### src/rtl/wb_pkg.sv
// Shared constants and types for the write-back scheduler slice.
package wb_pkg;

  localparam int unsigned XLEN   = 32;
  localparam int unsigned NREG   = 32;
  localparam int unsigned RIDX_W = $clog2(NREG);

  typedef logic [RIDX_W-1:0] reg_idx_t;

  typedef enum logic {
    PORT_A = 1'b0,
    PORT_B = 1'b1
  } port_e;

endpackage

### src/rtl/wb_scoreboard.sv
// Pending-write bitmap with set-over-clear priority and RAW hazard detection.
module wb_scoreboard
  import wb_pkg::*;
#(
  parameter int unsigned NREG = wb_pkg::NREG,
  parameter int unsigned IW   = $clog2(NREG)
) (
  input  logic          clk,
  input  logic          reset,
  input  logic          set_en,
  input  logic [IW-1:0] set_rd,
  input  logic          clr_en,
  input  logic [IW-1:0] clr_rd,
  input  logic [IW-1:0] rs1,
  input  logic [IW-1:0] rs2,
  output logic          hazard
);

  logic [NREG-1:0] busy_q, busy_d;

  // Set is applied after clear so a newly issued write to the same rd stays pending.
  always_comb begin
    busy_d = busy_q;
    if (clr_en && clr_rd != '0) busy_d[clr_rd] = 1'b0;
    if (set_en && set_rd != '0) busy_d[set_rd] = 1'b1;
  end

  always_ff @(posedge clk) begin
    if (reset) busy_q <= '0;
    else       busy_q <= busy_d;
  end

  // Gated by reset so the issue stage sees an empty scoreboard while reset is held.
  assign hazard = !reset && ((busy_q[rs1] && rs1 != '0) ||
                             (busy_q[rs2] && rs2 != '0));

endmodule

### src/rtl/wb_sched.sv
// Two-source round-robin write-back arbiter with registered regfile write port.
module wb_sched
  import wb_pkg::*;
#(
  parameter int unsigned XLEN = wb_pkg::XLEN,
  parameter int unsigned NREG = wb_pkg::NREG
) (
  input  logic                    clk,
  input  logic                    reset,
  input  logic                    a_valid,
  input  logic [$clog2(NREG)-1:0] a_rd,
  input  logic [XLEN-1:0]         a_data,
  output logic                    a_ready,
  input  logic                    b_valid,
  input  logic [$clog2(NREG)-1:0] b_rd,
  input  logic [XLEN-1:0]         b_data,
  output logic                    b_ready,
  input  logic                    iss_valid,
  input  logic [$clog2(NREG)-1:0] iss_rd,
  input  logic [$clog2(NREG)-1:0] rs1,
  input  logic [$clog2(NREG)-1:0] rs2,
  output logic                    hazard,
  output logic                    wr_req,
  output logic [$clog2(NREG)-1:0] wr_rd,
  output logic [XLEN-1:0]         wr_data
);

  localparam int unsigned IW = $clog2(NREG);

  port_e           last_q, last_d;
  logic            wr_req_q, wr_req_d;
  logic [IW-1:0]   wr_rd_q, wr_rd_d;
  logic [XLEN-1:0] wr_data_q, wr_data_d;

  logic            xfer_a, xfer_b, acc;
  logic [IW-1:0]   acc_rd;
  logic [XLEN-1:0] acc_data;

  assign a_ready = !b_valid || (last_q == PORT_B);
  assign b_ready = !a_valid || (last_q == PORT_A);

  assign xfer_a   = a_valid && a_ready;
  assign xfer_b   = b_valid && b_ready;
  assign acc      = xfer_a || xfer_b;
  assign acc_rd   = xfer_a ? a_rd   : b_rd;
  assign acc_data = xfer_a ? a_data : b_data;

  // x0 results are consumed but never reach the regfile; rd/data hold like an idle cycle.
  always_comb begin
    last_d    = last_q;
    wr_req_d  = acc && (acc_rd != '0);
    wr_rd_d   = wr_rd_q;
    wr_data_d = wr_data_q;
    if (a_valid && b_valid) last_d = xfer_a ? PORT_A : PORT_B;
    if (wr_req_d) begin
      wr_rd_d   = acc_rd;
      wr_data_d = acc_data;
    end
  end

  always_ff @(posedge clk) begin
    if (reset) begin
      last_q    <= PORT_B;
      wr_req_q  <= 1'b0;
      wr_rd_q   <= '0;
      wr_data_q <= '0;
    end else begin
      last_q    <= last_d;
      wr_req_q  <= wr_req_d;
      wr_rd_q   <= wr_rd_d;
      wr_data_q <= wr_data_d;
    end
  end

  assign wr_req  = wr_req_q;
  assign wr_rd   = wr_rd_q;
  assign wr_data = wr_data_q;

  wb_scoreboard #(.NREG(NREG), .IW(IW)) u_sb (
    .clk    (clk),
    .reset  (reset),
    .set_en (iss_valid),
    .set_rd (iss_rd),
    .clr_en (acc),
    .clr_rd (acc_rd),
    .rs1    (rs1),
    .rs2    (rs2),
    .hazard (hazard)
  );

endmodule
### config.mk
export PLATFORM = sky130hd
export DESIGN_NAME = wb_sched
export DESIGN_NICKNAME = d
export VERILOG_FILES = /design/src/rtl/wb_pkg.sv /design/src/rtl/wb_scoreboard.sv /design/src/rtl/wb_sched.sv
export SDC_FILE = /design/constraint.sdc
export NUM_CORES = 1
export LEC_CHECK = 0
export BUFFER_PORTS_ARGS = -buffer_cell sky130_fd_sc_hd__buf_4
export CAP_MARGIN = 20
export CELL_PAD_IN_SITES_DETAIL_PLACEMENT = 1
export CELL_PAD_IN_SITES_GLOBAL_PLACEMENT = 1
export CORE_ASPECT_RATIO = 0.6
export CORE_MARGIN = 2
export CORE_UTILIZATION = 33
export DETAILED_ROUTE_END_ITERATION = 6
export GPL_TIMING_DRIVEN = 0
export PLACE_DENSITY = 0.71
export SETUP_SLACK_MARGIN = 0.15
export SLEW_MARGIN = 30
export SYNTH_ARGS = -nofsm -noshare
export SYNTH_HDL_FRONTEND = slang
export SYNTH_HIERARCHICAL = 1
export SYNTH_SLANG_ARGS = --single-unit
### constraint.sdc
create_clock -name clk -period 6.1 [get_ports clk]
set_input_delay 0.915 -clock clk [delete_from_list [all_inputs] [get_ports clk]]
set_output_delay 0.915 -clock clk [all_outputs]
set_load 0.05 [all_outputs]
# ---- Yosys cells after proc, flatten, opt, wreduce, memory -nomap -nowiden
# Cells that the tools add are included.
dict set report classes {
  n_mux 13
  n_lt_le_gt_ge 6
  n_bitwise 4
  reduce_logical 21
}
# op n
set ops {}
lappend ops {{two-way mux 32 bit} 3}
lappend ops {{bitwise AND 32 bit} 1}
lappend ops {{NOT 32 bit} 1}
lappend ops {{bitwise OR 32 bit} 1}
lappend ops {{less-than comparator 5 x 6 -> 1 bit (second input constant)} 4}
lappend ops {{nonzero test 5 bit} 4}
lappend ops {{binary-select mux 1 bit (select 5 bit)} 2}
lappend ops {{demux 1 bit (select 5 bit)} 2}
lappend ops {{greater-or-equal comparator 5 x 1 -> 1 bit (second input constant)} 2}
lappend ops {{logical AND 1 bit} 10}
lappend ops {{two-way mux 1 bit} 5}
lappend ops {{two-way mux 5 bit} 1}
lappend ops {{logical OR 1 bit} 4}
lappend ops {{logical NOT 1 bit} 3}
lappend ops {{NOT 1 bit} 1}
dict set report word_totals {
  regBits 71
  in_bits 94
  word_cells 49
  output_inout_bits 41
}

# ---- Longest topological paths before layout
dict set report logic_depth {
  word_depth 13
  mapped_depth 10
  depth_no_buf 8
}

# ---- By module
# The synthesis kept the hierarchy.
# module cells_per_inst seq_area_each_um2 instances area_each_um2
set by_module_without_submodules {}
lappend by_module_without_submodules {wb_sched 237 780.7 1 2062.0}
lappend by_module_without_submodules {wb_scoreboard 217 640.6 1 1920.6}

# ---- Worst setup path after synthesis
# Ideal clock, no wire load.
dict set report synth_path {
  path_kind {input to output}
  start {in rs1[2]}
  end {out hazard}
  path_stages 5
  t_required_ns 5.185
  path_slack_ns 2.618
  n_path_buf 1
  arrival_time_ns 2.567
  cell_sequence {buf_4 mux4_1 o22ai_1 nor4_1 or4_1}
}
dict set report synth_between {
  elab_chain_cells 5
  elab_cells_between_ends 6
  cone_classes {mux (2); reduce/logical (4)}
}
# element line
set synth_rtl {}
lappend synth_rtl {{start: declaration} wb_sched.sv:20} ;# input logic [$clog2(NREG)-1:0] rs1,
lappend synth_rtl {{binary-select mux 1 bit (select 5 bit)} wb_scoreboard.sv:34} ;# assign hazard = !reset && ((busy_q[rs1] && rs1 != '0) ||
lappend synth_rtl {{two-way mux 1 bit (implied by the code)} wb_scoreboard.sv:34}
lappend synth_rtl {{logical AND 1 bit (*)} wb_scoreboard.sv:34}
lappend synth_rtl {{logical OR 1 bit (*)} wb_scoreboard.sv:34}
lappend synth_rtl {{logical AND 1 bit (*)} wb_scoreboard.sv:34}
lappend synth_rtl {{end: declaration} wb_sched.sv:22} ;# output logic hazard,
# Mark *: on every way between the ends. The rest lies on a longest branch, timed or not. The select of a mux whose other input is x is not followed.

# ---- Final worst setup path
dict set report layout_path {
  start {in rs2[1]}
  end {out hazard}
}
dict set report layout_between {
  elab_chain_cells 5
  elab_cells_between_ends 6
  cone_classes {mux (2); reduce/logical (4)}
}
# element line
set layout_rtl {}
lappend layout_rtl {{start: declaration} wb_sched.sv:21} ;# input logic [$clog2(NREG)-1:0] rs2,
lappend layout_rtl {{binary-select mux 1 bit (select 5 bit)} wb_scoreboard.sv:35} ;# (busy_q[rs2] && rs2 != '0));
lappend layout_rtl {{two-way mux 1 bit (implied by the code)} wb_scoreboard.sv:35}
lappend layout_rtl {{logical AND 1 bit (*)} wb_scoreboard.sv:35}
lappend layout_rtl {{logical OR 1 bit (*)} wb_scoreboard.sv:34}
lappend layout_rtl {{logical AND 1 bit (*)} wb_scoreboard.sv:34}
# Marked as above.

==> impl_metrics.yaml <==
status:
  status: "completed"
clock_tree:
  clockBufferDepth: 2
  cts_hold_buf: 0
  cts_resized: 0
  clock_latency_ns: 0.34
  numCtsBuffers: 9
  cts_tree: "built"
  postCtsSetupRepairBufs: 0
  clkSinkCount: 71
  htree_levels: 3
  clockRootBuffer: "clkbuf_16"
  clk_pin_slew_ns: 0.05
global_route:
  grt_first_pass_wirelength_um: 24000
  antenna_found_initial: 0
  top_usage_layer: "met2"
  track_usage_pct: 24.21
  grt-ovfl-total: 0
  grt_use_met1_pct: 35.70
  met2_usage_pct: 35.76
  grt_pass1_vias: 4137
  grtUsageMet3_pct: 5.357
  grt_max_degree: 11
layout:
  drive_gt1_share_pct: 33.22
  register_area_sq_mm: 0.001421
  multiInputGateArea_sq_mm: 0.002327
  final_common_cell: "buf_4"
  fill_cells: 1427
  num-nets-final: 685
  final_cell_mix: "buf_4, nand2_1, dfxtp_1"
  final_cell_count_no_fill: 758
  syn2layout_area_growth_pct: 35.75
  num_antenna_cells: 0
synthesis:
  syn_nets: 548
  synth_top_area_cell: "dfxtp_1"
  syn_inst: 454
  yosys_register_bits: 71
  synth_top_cells_by_area: "dfxtp_1, a311oi_2, nand2_1, nor3_1, mux4_2"
  netlist.area_leader.share_pct: 35.69
  ys_warn_count: 6
  syn_avg_cell_area_sq_um: 8.772
  netlist_area_sq_mm: 0.003983
  ys_types: 43
  seq_area_frac_synth_pct: 35.69
route:
  wl_per_cell_um: 20.55
  ant_nets: 0
  first_pass_iters: 4
  viasPerCell: 5.550
  vias: 4207
  drtIter0Drc: 247
  drt_drc_violations_left: 0
  wl_um: 15580
sta:
  final-hold-violation-count: 0
  finalSetupViolCount: 0
  finClkSkew_ns: 0.004512
  worstMarginPinSlew_ns: 0.7404
  timing.setup.tns_ns: 0
  maxSlewHeadroom_pct: 50.64
  rsz0062_at_grt: "false"
  post-route-period-util_pct: 59.34
  drv_slew: 0
  period_minus_slack_ns: 3.620
  max_clock_freq_ghz: 0.2762
power_and_ir_drop:
  vdd.ir_drop.worst_v: 0.0001454
  power_density_mw_per_mm2: 254.0
  power.leakage_nw: 2.129
placement:
  port_buffers: 126
  gp_congestion: 0.8288
  place_hpwl_um: 12240
  dp_cells: 745
die:
  die_w_um: 145.8
  die_h_um: 89.10
  design.die.area_sq_mm: 0.01299
  rows: 31
  ios: 135
  core_area_sq_mm: 0.01191
  initial_core_util_pct: 33.45
setup_path:
  worstSetupPathType: "in2out"
  worstSetupEndpointType: "output pin"
  path_max_fanout: 9
  crit_start: "rs2[1]"
  cp.required_ns: 5.18
  rr_startpoint: "last_q$_SDFFE_PP1P_"
  arrival_ns: 2.70
  start_kind: "primary input"
hold_path:
  hold_path.class: "reg2reg"
  hp-start: "u_sb/busy_q[0]$_SDFF_PP0_"
job:
  maxCapViolations: 0
area by class of cell:
type / instances / share of cell area (%)
flip-flops and latches: 71 / 26.29
well taps: 165 / 3.819
multi-input cells: 341 / 43.05
clock inverters: 1 / 0.09257
repair buffers: 126 / 17.50
plain buffers: 42 / 4.328
clock buffers: 12 / 4.929
logic make-up after synthesis:
kind of cell,synth area share (%)
AND/OR/NAND/NOR,25.86
flip-flops,35.69
AO/OA/AOI/OAI,22.87
buffers and inverters,5.875
multiplexers,9.708
final timing paths:
path                               endpoint  slack [ns]  cells past startpoint
setup / recovery                     hazard        2.48                      6
hold / removal    u_sb/busy_q[0]$_SDFF_PP0_        0.50                      1
setup reg to reg  u_sb/busy_q[6]$_SDFF_PP0_        3.45                      9
hold reg to reg   u_sb/busy_q[0]$_SDFF_PP0_        0.50                      1
report_power, final:
part           leakage (nW)  total [W]  internal, W  switching (W)
Clock                 0.136   0.000492     0.000301       0.000191
Combinational          1.41   0.000372     0.000136       0.000237
Sequential            0.583   0.000509     0.000492      0.0000167
Total                  2.13    0.00137     0.000929       0.000445
critical path, cell delays in order:
cell and delay [ns]:
buf_2 0.24, mux4_2 0.56, a22oi_1 0.19, a31oi_1 0.11
or4_1 0.47, buf_4 0.20
layer usage:
metal | vias to the layer above | routed length [um] | share of wire [%]
met4 | 0 | 134 | 0.86
met1 | 2082 | 7838 | 50
met2 | 145 | 6586 | 42
li1 | 1968 | - | -
met5 | - | 0 | 0
met3 | 12 | 1019 | 6.5
Yosys cell counts (all sizes together):
library cell  count
a22oi             1
nor3             41
a21boi            1
o211a             1
or3               1
nand3            40
a211o             1
nand2            83
nor2             11
and3              1
nor4              3
buf              12
o221ai            1
and2              1
nand2b            6
mux4             16
or4               3
nor2b             6
clkbuf           30
a31oi             2
nand3b            6
or3b              3
a311oi           36
a21oi            32
or2b              4
o21ai            31
o21bai            1
o21a              1
or2               3
a32oi             1
dfxtp            71
o22ai             3
nor3b             1
through the flow:
stage	utilization, %	area [sq um]	setup slack (ns)	hold slack (ns)	total power [W]
detailed placement	43.12	5135	2.507	0.4873	0.0008901
CTS	45.40	5406	2.492	0.4956	0.001380
global placement	43.12	5135	2.548	0.4718	0.0008811
global route	45.40	5406	2.417	0.5288	0.001424
floorplan	-	3983	2.618	0.4509	0.0007501
finish	45.40	5406	2.480	0.4999	0.001373
registers in the layout, indices dropped and copies added, names as in the netlist:
register and flops:
u_sb/busy_q 32, wr_data 32, wr_rd 5, last_q 1
wr_req 1
Note: power is estimated with default switching activity, not from simulation.
